`config.mk`:
```
export PLATFORM = sky130hd
export DESIGN_NAME = fetch_stage
export DESIGN_NICKNAME = d
export VERILOG_FILES = /design/src/rtl/fetch_stage.sv
export SDC_FILE = /design/constraint.sdc
export NUM_CORES = 1
export LEC_CHECK = 0
export ABC_AREA = 1
export CAP_MARGIN = 20
export CORE_MARGIN = 4
export CORE_UTILIZATION = 49
export CTS_CLUSTER_SIZE = 12
export DETAILED_ROUTE_END_ITERATION = 8
export HOLD_SLACK_MARGIN = 0.12
export PLACE_DENSITY = 0.89
export SLEW_MARGIN = 5
export SYNTH_ARGS = -nofsm -noshare
export SYNTH_HDL_FRONTEND = slang
export SYNTH_SLANG_ARGS = --single-unit
```
`constraint.sdc`:
```
create_clock -name clk -period 2.19 [get_ports clk]
set_input_delay 0.219 -clock clk [delete_from_list [all_inputs] [get_ports clk]]
set_output_delay 0.219 -clock clk [all_outputs]
set_load 0.05 [all_outputs]
```
`src/rtl/fetch_stage.sv`:
```
// ============================================================================
// Module   : fetch_stage
// Purpose  : Instruction fetch with IF/ID register, one-word skid buffer,
//            redirect and halt handling. Optional FETCH_PERF_CNT_EN macro
//            adds fetched/bubble performance counters.
// Revision : 1.0 - initial release
// ============================================================================
`default_nettype none

module fetch_stage #(
    parameter logic [31:0] RESET_PC  = 32'h0000_0000,
    parameter logic [31:0] NOP_INSTR = 32'h0000_0000
) (
    input  logic        clk,
    input  logic        rst,
    input  logic        stall_b,
    input  logic        branch_taken,
    input  logic [31:0] branch_target,
    input  logic        jump,
    input  logic [31:0] jump_target,
    input  logic        halt,
    output logic        imem_req,
    output logic [31:0] imem_addr,
    input  logic [31:0] imem_rdata,
    input  logic        imem_ready,
    output logic [31:0] if_instr,
    output logic [31:0] if_pc_plus4,
    output logic        if_valid,
    output logic        halted
`ifdef FETCH_PERF_CNT_EN
    ,
    output logic [31:0] perf_fetched,
    output logic [31:0] perf_bubbles
`endif
);

    typedef enum logic [1:0] {
        S_FETCH  = 2'd0,
        S_HOLD   = 2'd1,
        S_HALTED = 2'd2
    } state_t;

    state_t      r_state;
    logic [31:0] r_pc;
    logic [31:0] r_instr;
    logic [31:0] r_pc_plus4;
    logic        r_valid;
    logic [31:0] r_skid_instr;
    logic [31:0] r_skid_pc_plus4;

    logic        w_redirect;
    logic [31:0] w_target;
    logic [31:0] w_pc_plus4;

`ifdef FETCH_PERF_CNT_EN
    logic [31:0] r_perf_fetched;
    logic [31:0] r_perf_bubbles;
    assign perf_fetched = r_perf_fetched;
    assign perf_bubbles = r_perf_bubbles;
`endif

    // Branch wins over jump: it belongs to the older instruction.
    assign w_redirect = branch_taken | jump;
    assign w_target   = branch_taken ? {branch_target[31:2], 2'b00}
                                     : {jump_target[31:2], 2'b00};
    assign w_pc_plus4 = r_pc + 32'd4;

    assign imem_req    = (r_state == S_FETCH);
    assign imem_addr   = {r_pc[31:2], 2'b00};
    assign if_instr    = r_instr;
    assign if_pc_plus4 = r_pc_plus4;
    assign if_valid    = r_valid;
    assign halted      = (r_state == S_HALTED);

    always_ff @(posedge clk) begin
        if (rst) begin
            r_state         <= S_FETCH;
            r_pc            <= RESET_PC;
            r_instr         <= NOP_INSTR;
            r_pc_plus4      <= 32'd0;
            r_valid         <= 1'b0;
            r_skid_instr    <= NOP_INSTR;
            r_skid_pc_plus4 <= 32'd0;
`ifdef FETCH_PERF_CNT_EN
            r_perf_fetched  <= 32'd0;
            r_perf_bubbles  <= 32'd0;
`endif
        end else if (halt) begin
            r_state <= S_HALTED;
            r_instr <= NOP_INSTR;
            r_valid <= 1'b0;
        end else if (r_state == S_HALTED) begin
            r_instr <= NOP_INSTR;
            r_valid <= 1'b0;
        end else if (w_redirect) begin
            // Any in-flight response and the skid word are dropped here.
            r_state <= S_FETCH;
            r_pc    <= w_target;
            r_instr <= NOP_INSTR;
            r_valid <= 1'b0;
`ifdef FETCH_PERF_CNT_EN
            r_perf_bubbles <= r_perf_bubbles + 32'd1;
`endif
        end else if (r_state == S_FETCH) begin
            if (imem_ready) begin
                r_pc <= w_pc_plus4;
                if (stall_b) begin
                    r_instr    <= imem_rdata;
                    r_pc_plus4 <= w_pc_plus4;
                    r_valid    <= 1'b1;
`ifdef FETCH_PERF_CNT_EN
                    r_perf_fetched <= r_perf_fetched + 32'd1;
`endif
                end else begin
                    r_skid_instr    <= imem_rdata;
                    r_skid_pc_plus4 <= w_pc_plus4;
                    r_state         <= S_HOLD;
                end
            end else if (stall_b) begin
                r_instr <= NOP_INSTR;
                r_valid <= 1'b0;
`ifdef FETCH_PERF_CNT_EN
                r_perf_bubbles <= r_perf_bubbles + 32'd1;
`endif
            end
        end else if (stall_b) begin
            r_instr    <= r_skid_instr;
            r_pc_plus4 <= r_skid_pc_plus4;
            r_valid    <= 1'b1;
            r_state    <= S_FETCH;
`ifdef FETCH_PERF_CNT_EN
            r_perf_fetched <= r_perf_fetched + 32'd1;
`endif
        end
    end

endmodule

`default_nettype wire

```
After elaboration in Yosys (flattened, before gate mapping)
Index checks and enable logic that the tools add are counted.
{"block": "word_totals", "register_bits": 163, "input_bits": 103, "output_inout_bits": 99}
{"block": "op_classes", "addsub": 1, "eq_ne": 9, "mux": 24, "bitwise": 5, "reduce_logical": 13}
{"op": "2-to-1 mux 32 bit", "n": 13}
{"op": "adder 32 x 3 -> 32 bit, second input constant", "n": 1}
{"op": "2-to-1 mux 2 bit", "n": 7}
{"op": "AND reduction 4 bit", "n": 3}
{"op": "AND reduction 6 bit", "n": 2}
{"op": "!= test 3 x 2 -> 1 bit, second input constant", "n": 2}
{"op": "nonzero test 2 bit", "n": 3}
{"op": "2-to-1 mux 1 bit", "n": 4}
{"op": "!= test 2 bit, second input constant", "n": 2}
{"op": "!= test 4 x 2 -> 1 bit, second input constant", "n": 1}
{"op": "!= test 4 x 3 -> 1 bit, second input constant", "n": 1}
{"op": "NOT 1 bit", "n": 4}
{"op": "nonzero test 4 bit", "n": 1}
{"op": "OR reduction 4 bit", "n": 1}
{"op": "!= test 3 x 1 -> 1 bit, second input constant", "n": 1}
{"op": "nonzero test 3 bit", "n": 1}
{"op": "== test 2 bit, second input constant", "n": 1}
{"op": "logical NOT 2 bit", "n": 1}
{"op": "!= test 2 x 1 -> 1 bit, second input constant", "n": 1}
{"op": "OR reduction 2 bit", "n": 1}
{"op": "OR 1 bit", "n": 1}

Depth between registers and ports, before layout
Gate-level depths: netlist (run 1).
{"block": "logic_depth", "word_depth": 6, "mapped_depth": 11, "ltp_nobuf": 10}

Worst setup path after synthesis (run 1)
Ideal clock, no wire load.
{"block": "synth_path", "path_type": "flip-flop to flip-flop", "from": "register r_pc[2]", "to": "register r_skid_pc_plus4[24]", "t_arrival_ps": 1850, "t_required_ps": 2075, "slack_ps": 224, "stages_incl_launch_ff": 11, "path_buffers": 0, "period_less_slack_ps": 1966, "cell_sequence": "dfxtp_1 > ha_1 > nand2_1 > nor2_2 > nand2_1 > nor2_1 > nand2_1 > nand2_1 > nand2_1 > o21ai_0 > inv_1"}
{"block": "synth_via", "elab_chain_cells": 1}
{"item": "from (decl)", "line": "44", "rtl": "logic [31:0] r_pc;"}
{"item": "from (signal assigned)", "line": "98", "rtl": "r_pc <= w_target;"}
{"item": "from (signal assigned)", "line": "106", "rtl": "r_pc <= w_pc_plus4;"}
{"item": "adder 32 x 3 -> 32 bit", "line": "66", "rtl": "assign w_pc_plus4 = r_pc + 32'd4;"}
{"item": "to (signal assigned)", "line": "116", "rtl": "r_skid_pc_plus4 <= w_pc_plus4;"}
{"item": "to (decl)", "line": "49", "rtl": "logic [31:0] r_skid_pc_plus4;"}
No other way between the ends.
A chain may end at the register's enable or synchronous reset.

Worst setup path after layout (run 1)
{"block": "layout_path", "from": "register r_pc[3]", "to": "register r_pc[16]"}
{"block": "layout_via", "elab_chain_cells": 4}
{"item": "adder 32 x 3 -> 32 bit", "line": "66"}
{"item": "2-to-1 mux 32 bit", "line": "105", "rtl": "if (imem_ready) begin"}
{"item": "2-to-1 mux 32 bit", "line": "104", "rtl": "end else if (r_state == S_FETCH) begin"}
{"item": "2-to-1 mux 32 bit", "line": "95", "rtl": "end else if (w_redirect) begin"}
No other way between the ends. The select of a mux whose other input is x is not followed.

==> results of run 1 <==
power by group:
part | switching, mW | internal (mW)
logic | 0.700 | 0.452
clock network | 1.17 | 1.88
registers | 0.0923 | 2.94
total | 1.96 | 5.27
layer usage:
| metal | vias up | share of wire [%] | wire length (µm) | track usage, % |
|---|---|---|---|---|
| met2 | 394 | 47 | 10600 | 41.7 |
| met3 | 57 | 9.3 | 2070 | 6.11 |
| met4 | 0 | 2.6 | 582 | 9.39 |
| li1 | 3912 | - | - | - |
| met5 | - | 0 | 0 | 0 |
| met1 | 3605 | 41 | 9080 | 31.7 |
placed cells by master, fill, tap and decap left out, types with 2 or more instances in the layout:
cell,instances
buf_12,5
xor2_1,10
o21ai_1,13
clkbuf_1,2
bufinv_16,3
nor2_1,143
o21ai_0,109
inv_1,94
clkbuf_8,3
clkinvlp_4,3
conb_1,4
mux2_2,21
buf_4,23
o211ai_1,18
nand2_1,253
nor2_2,7
nand3_1,59
clkbuf_16,17
a31oi_1,8
nor2_4,4
nand2_2,3
clkdlybuf4s50_1,191
inv_2,5
a21oi_1,112
nand3b_1,5
xnor2_1,5
dfxtp_1,157
cell families after synthesis:
logic type | after synthesis | synth area share [%]
and+or+nand+nor | 476 | 25.6
AOI/OAI and AO/OA | 264 | 18.4
buffers and inverters | 170 | 9.12
DFF | 157 | 41.7
muxes | 21 | 3.14
xor gates and xnor gates | 15 | 1.74
adders and majority gates | 1 | 0.166
other | 1 | 0.0498
worst max-delay path, delay by kind of cell (launching register included):
kind | cells | cell delay, ns
AOI/OAI and AO/OA | 1 | 0.13
xor gates and xnor gates | 1 | 0.32
adders and majority gates | 1 | 0.22
DFF | 1 | 0.41
and+or+nand+nor | 5 | 0.80
area by class of cell:
cell class                 count  area share [%]
clock inverter                 9            1.31
inverter                     100            3.65
tap                          188            2.29
multi-input combinational    781            36.2
sequential                   157            30.6
timing repair buffer         220            21.4
clock buffer                  22            4.61
metrics by stage:
step | power (mW) | instances | util [%] | area [µm²] | hold WS, ns
global placement | 4.22 | 1446 | 63.8 | 9670 | 0.438
finish | 7.23 | 1477 | 67.9 | 10300 | 0.366
floorplan | 3.75 | 1108 | - | 7540 | 0.354
detailed placement | 4.23 | 1446 | 63.8 | 9670 | 0.452
global route | 7.48 | 1477 | 67.9 | 10300 | 0.381
CTS | 7.26 | 1477 | 67.9 | 10300 | 0.357
sequential cells by signal, indices dropped and copies added, names as in the netlist:
register / count
if_valid: 1
if_pc_plus4: 30
r_pc: 30
r_state: 2
if_instr: 32
r_skid_pc_plus4: 30
r_skid_instr: 32
final timing paths:
| check | from | end | slack, ns | cells after the start |
|---|---|---|---|---|
| worst max-delay path | r_pc[3] | r_pc[16] | 0.24 | 8 |
| worst min-delay path | imem_rdata[28] | r_skid_instr[28] | 0.37 | 3 |
| worst max register to register | r_pc[3] | r_pc[16] | 0.24 | 8 |
| worst min register to register | r_skid_pc_plus4[3] | r_skid_pc_plus4[3] | 0.46 | 2 |
==> flow_summary_export.csv, run 1 <==
group,metric,value,unit
timing,slew_violations,0,
floorplan,ios,202,
synth,synth_commonest_cells,"nand2_1 (253), dfxtp_1 (157), nor2_1 (145)",
detailed_routing,final_antenna_net_count,0,
grt,antenna_found_initial,0,
synth,avgSynthCellArea,6.81,µm²
setup_path,critPathLaunchType,"flop",
finish,fin_nets,1381,
finish,nFillCells,1198,
detailed_routing,drt-initial-drc-count,717,
detailed_routing,route.detailed.drc,0,
clock_network,cts_buffers,17,
setup_path,max_stage_delay,0.41,ns
synth,synth_top_area_share,41.7,%
timing,setup_viol,0,
timing,worst_slack,0.239,ns
setup_path,cp_common_cell,"nand2_1",
setup_path,crit_fanout,5,
timing,tns,0,ns
timing,fmax,513,MHz
clock_network,cts_root_buffer,"clkbuf_16",
detailed_routing,post_drt_wl_per_cell,15.1,µm
clock_network,tritoncts,"done",
power,leakagePower,4.47,nW
timing,finClkSkew,0.00770,ns
timing,max-slew-margin-rel,61.2,%
finish,multi_input_area,3720,µm²
clock_network,clk_pin_slew,0.06,ns
clock_network,postCtsSetupBuffers,0,
floorplan,die_area,17400,µm²
detailed_routing,viasPerCell,5.39,
power,power.density,704,nW/µm²
finish,insertedDiodeCount,0,
setup_path,critical_path.slowest_cell,"dfxtp_1",
finish,area_growth,36.5,%
detailed_routing,dr.pass1.iters,8,
min_path,hold_path.class,"input port to flop",
clock_network,post_cts_resized,0,
placed_design,place_congestion,0.962,
detailed_routing,wirelength,22.3,mm
grt,grt_pass1_vias,7600,
detailed_routing,vias,7968,
synth,synth_cells,1105,
timing,fin_crit,1.95,ns
setup_path,crit_required,2.54,ns
synth,synthArstFlopShare,0,%
synth,synth_seq_area_share,41.7,%
synth,yosys_warnings,0,
synth,ys_ff_latch,157,
synth,ys_top_cells_by_area,"dfxtp_1 (42%), nand2_1 (13%), a21oi_1 (7.4%)",
synth,synth_most_common_cell,"nand2_1",
grt,grt_max_degree,40,
grt,grt_pass1_wl,36.8,mm
timing,fin_crit_sh,89.1,%
synth,synth_top_area_cell,"dfxtp_1",
grt,grt_usage,25.1,%
placed_design,portBuffers,193,
clock_network,htreeDepth,4,
outcome,status,"finished, final reports clean",
synth,synth-edff-count,0,
clock_network,cts_hold_buf,0,
synth,yosysUniqueCellTypes,31,
floorplan,start_util,49.7,%
floorplan,core_area,15100,µm²
clock_network,cts_sinks,157,
timing,tightest_slew,0.581,ns
synth,ys.flop_type,"dfxtp_1",
floorplan,dieWidth,132,µm
timing,rsz0062_at_grt,"false",
placed_design,dp_slack,0.0536,ns
floorplan,die_y,132,µm
finish,drive_gt1_share,7.53,%
setup_path,worst_ep_arrival_time,2.30,ns
synth,syn_area,7530,µm²
placed_design,dp_hpwl,15.6,mm
setup_path,crit_chain,"ha_1 > nand2_1 > nor2_2 > nand2_1 > nor2_1 > xor2_1 > nand2_1 > a21oi_1",
grt,grt.overflow.total,0,
power,vdd_drop_max,0.000560,V
flow_run,maxCapViolations,0,
setup_path,endpoint_kind,"flop",
finish,seq_area,3140,µm²
timing,hold_violations,0,
clock_network,cts_max_path_buffers,2,
clock_network,clock_latency,0.42,ns
floorplan,rows,45,
setup_path,critPathKind,"flop to flop",
Note: power is estimated with default switching activity, not from simulation.
==> inputs of run 2 (changes only) <==
Settings changed: CAP_MARGIN 20 to default, SKIP_CTS_REPAIR_TIMING from default to 1, SKIP_LAST_GASP from default to 1.
==> results of run 2 <==
No change in the layout: final DEF, timing and power equal those of run 1.
==> inputs of run 3 (changes only) <==
Settings changed: HOLD_SLACK_MARGIN 0.12 to default.
==> results of run 3 <==
No change in the layout: final DEF, timing and power equal those of run 1.
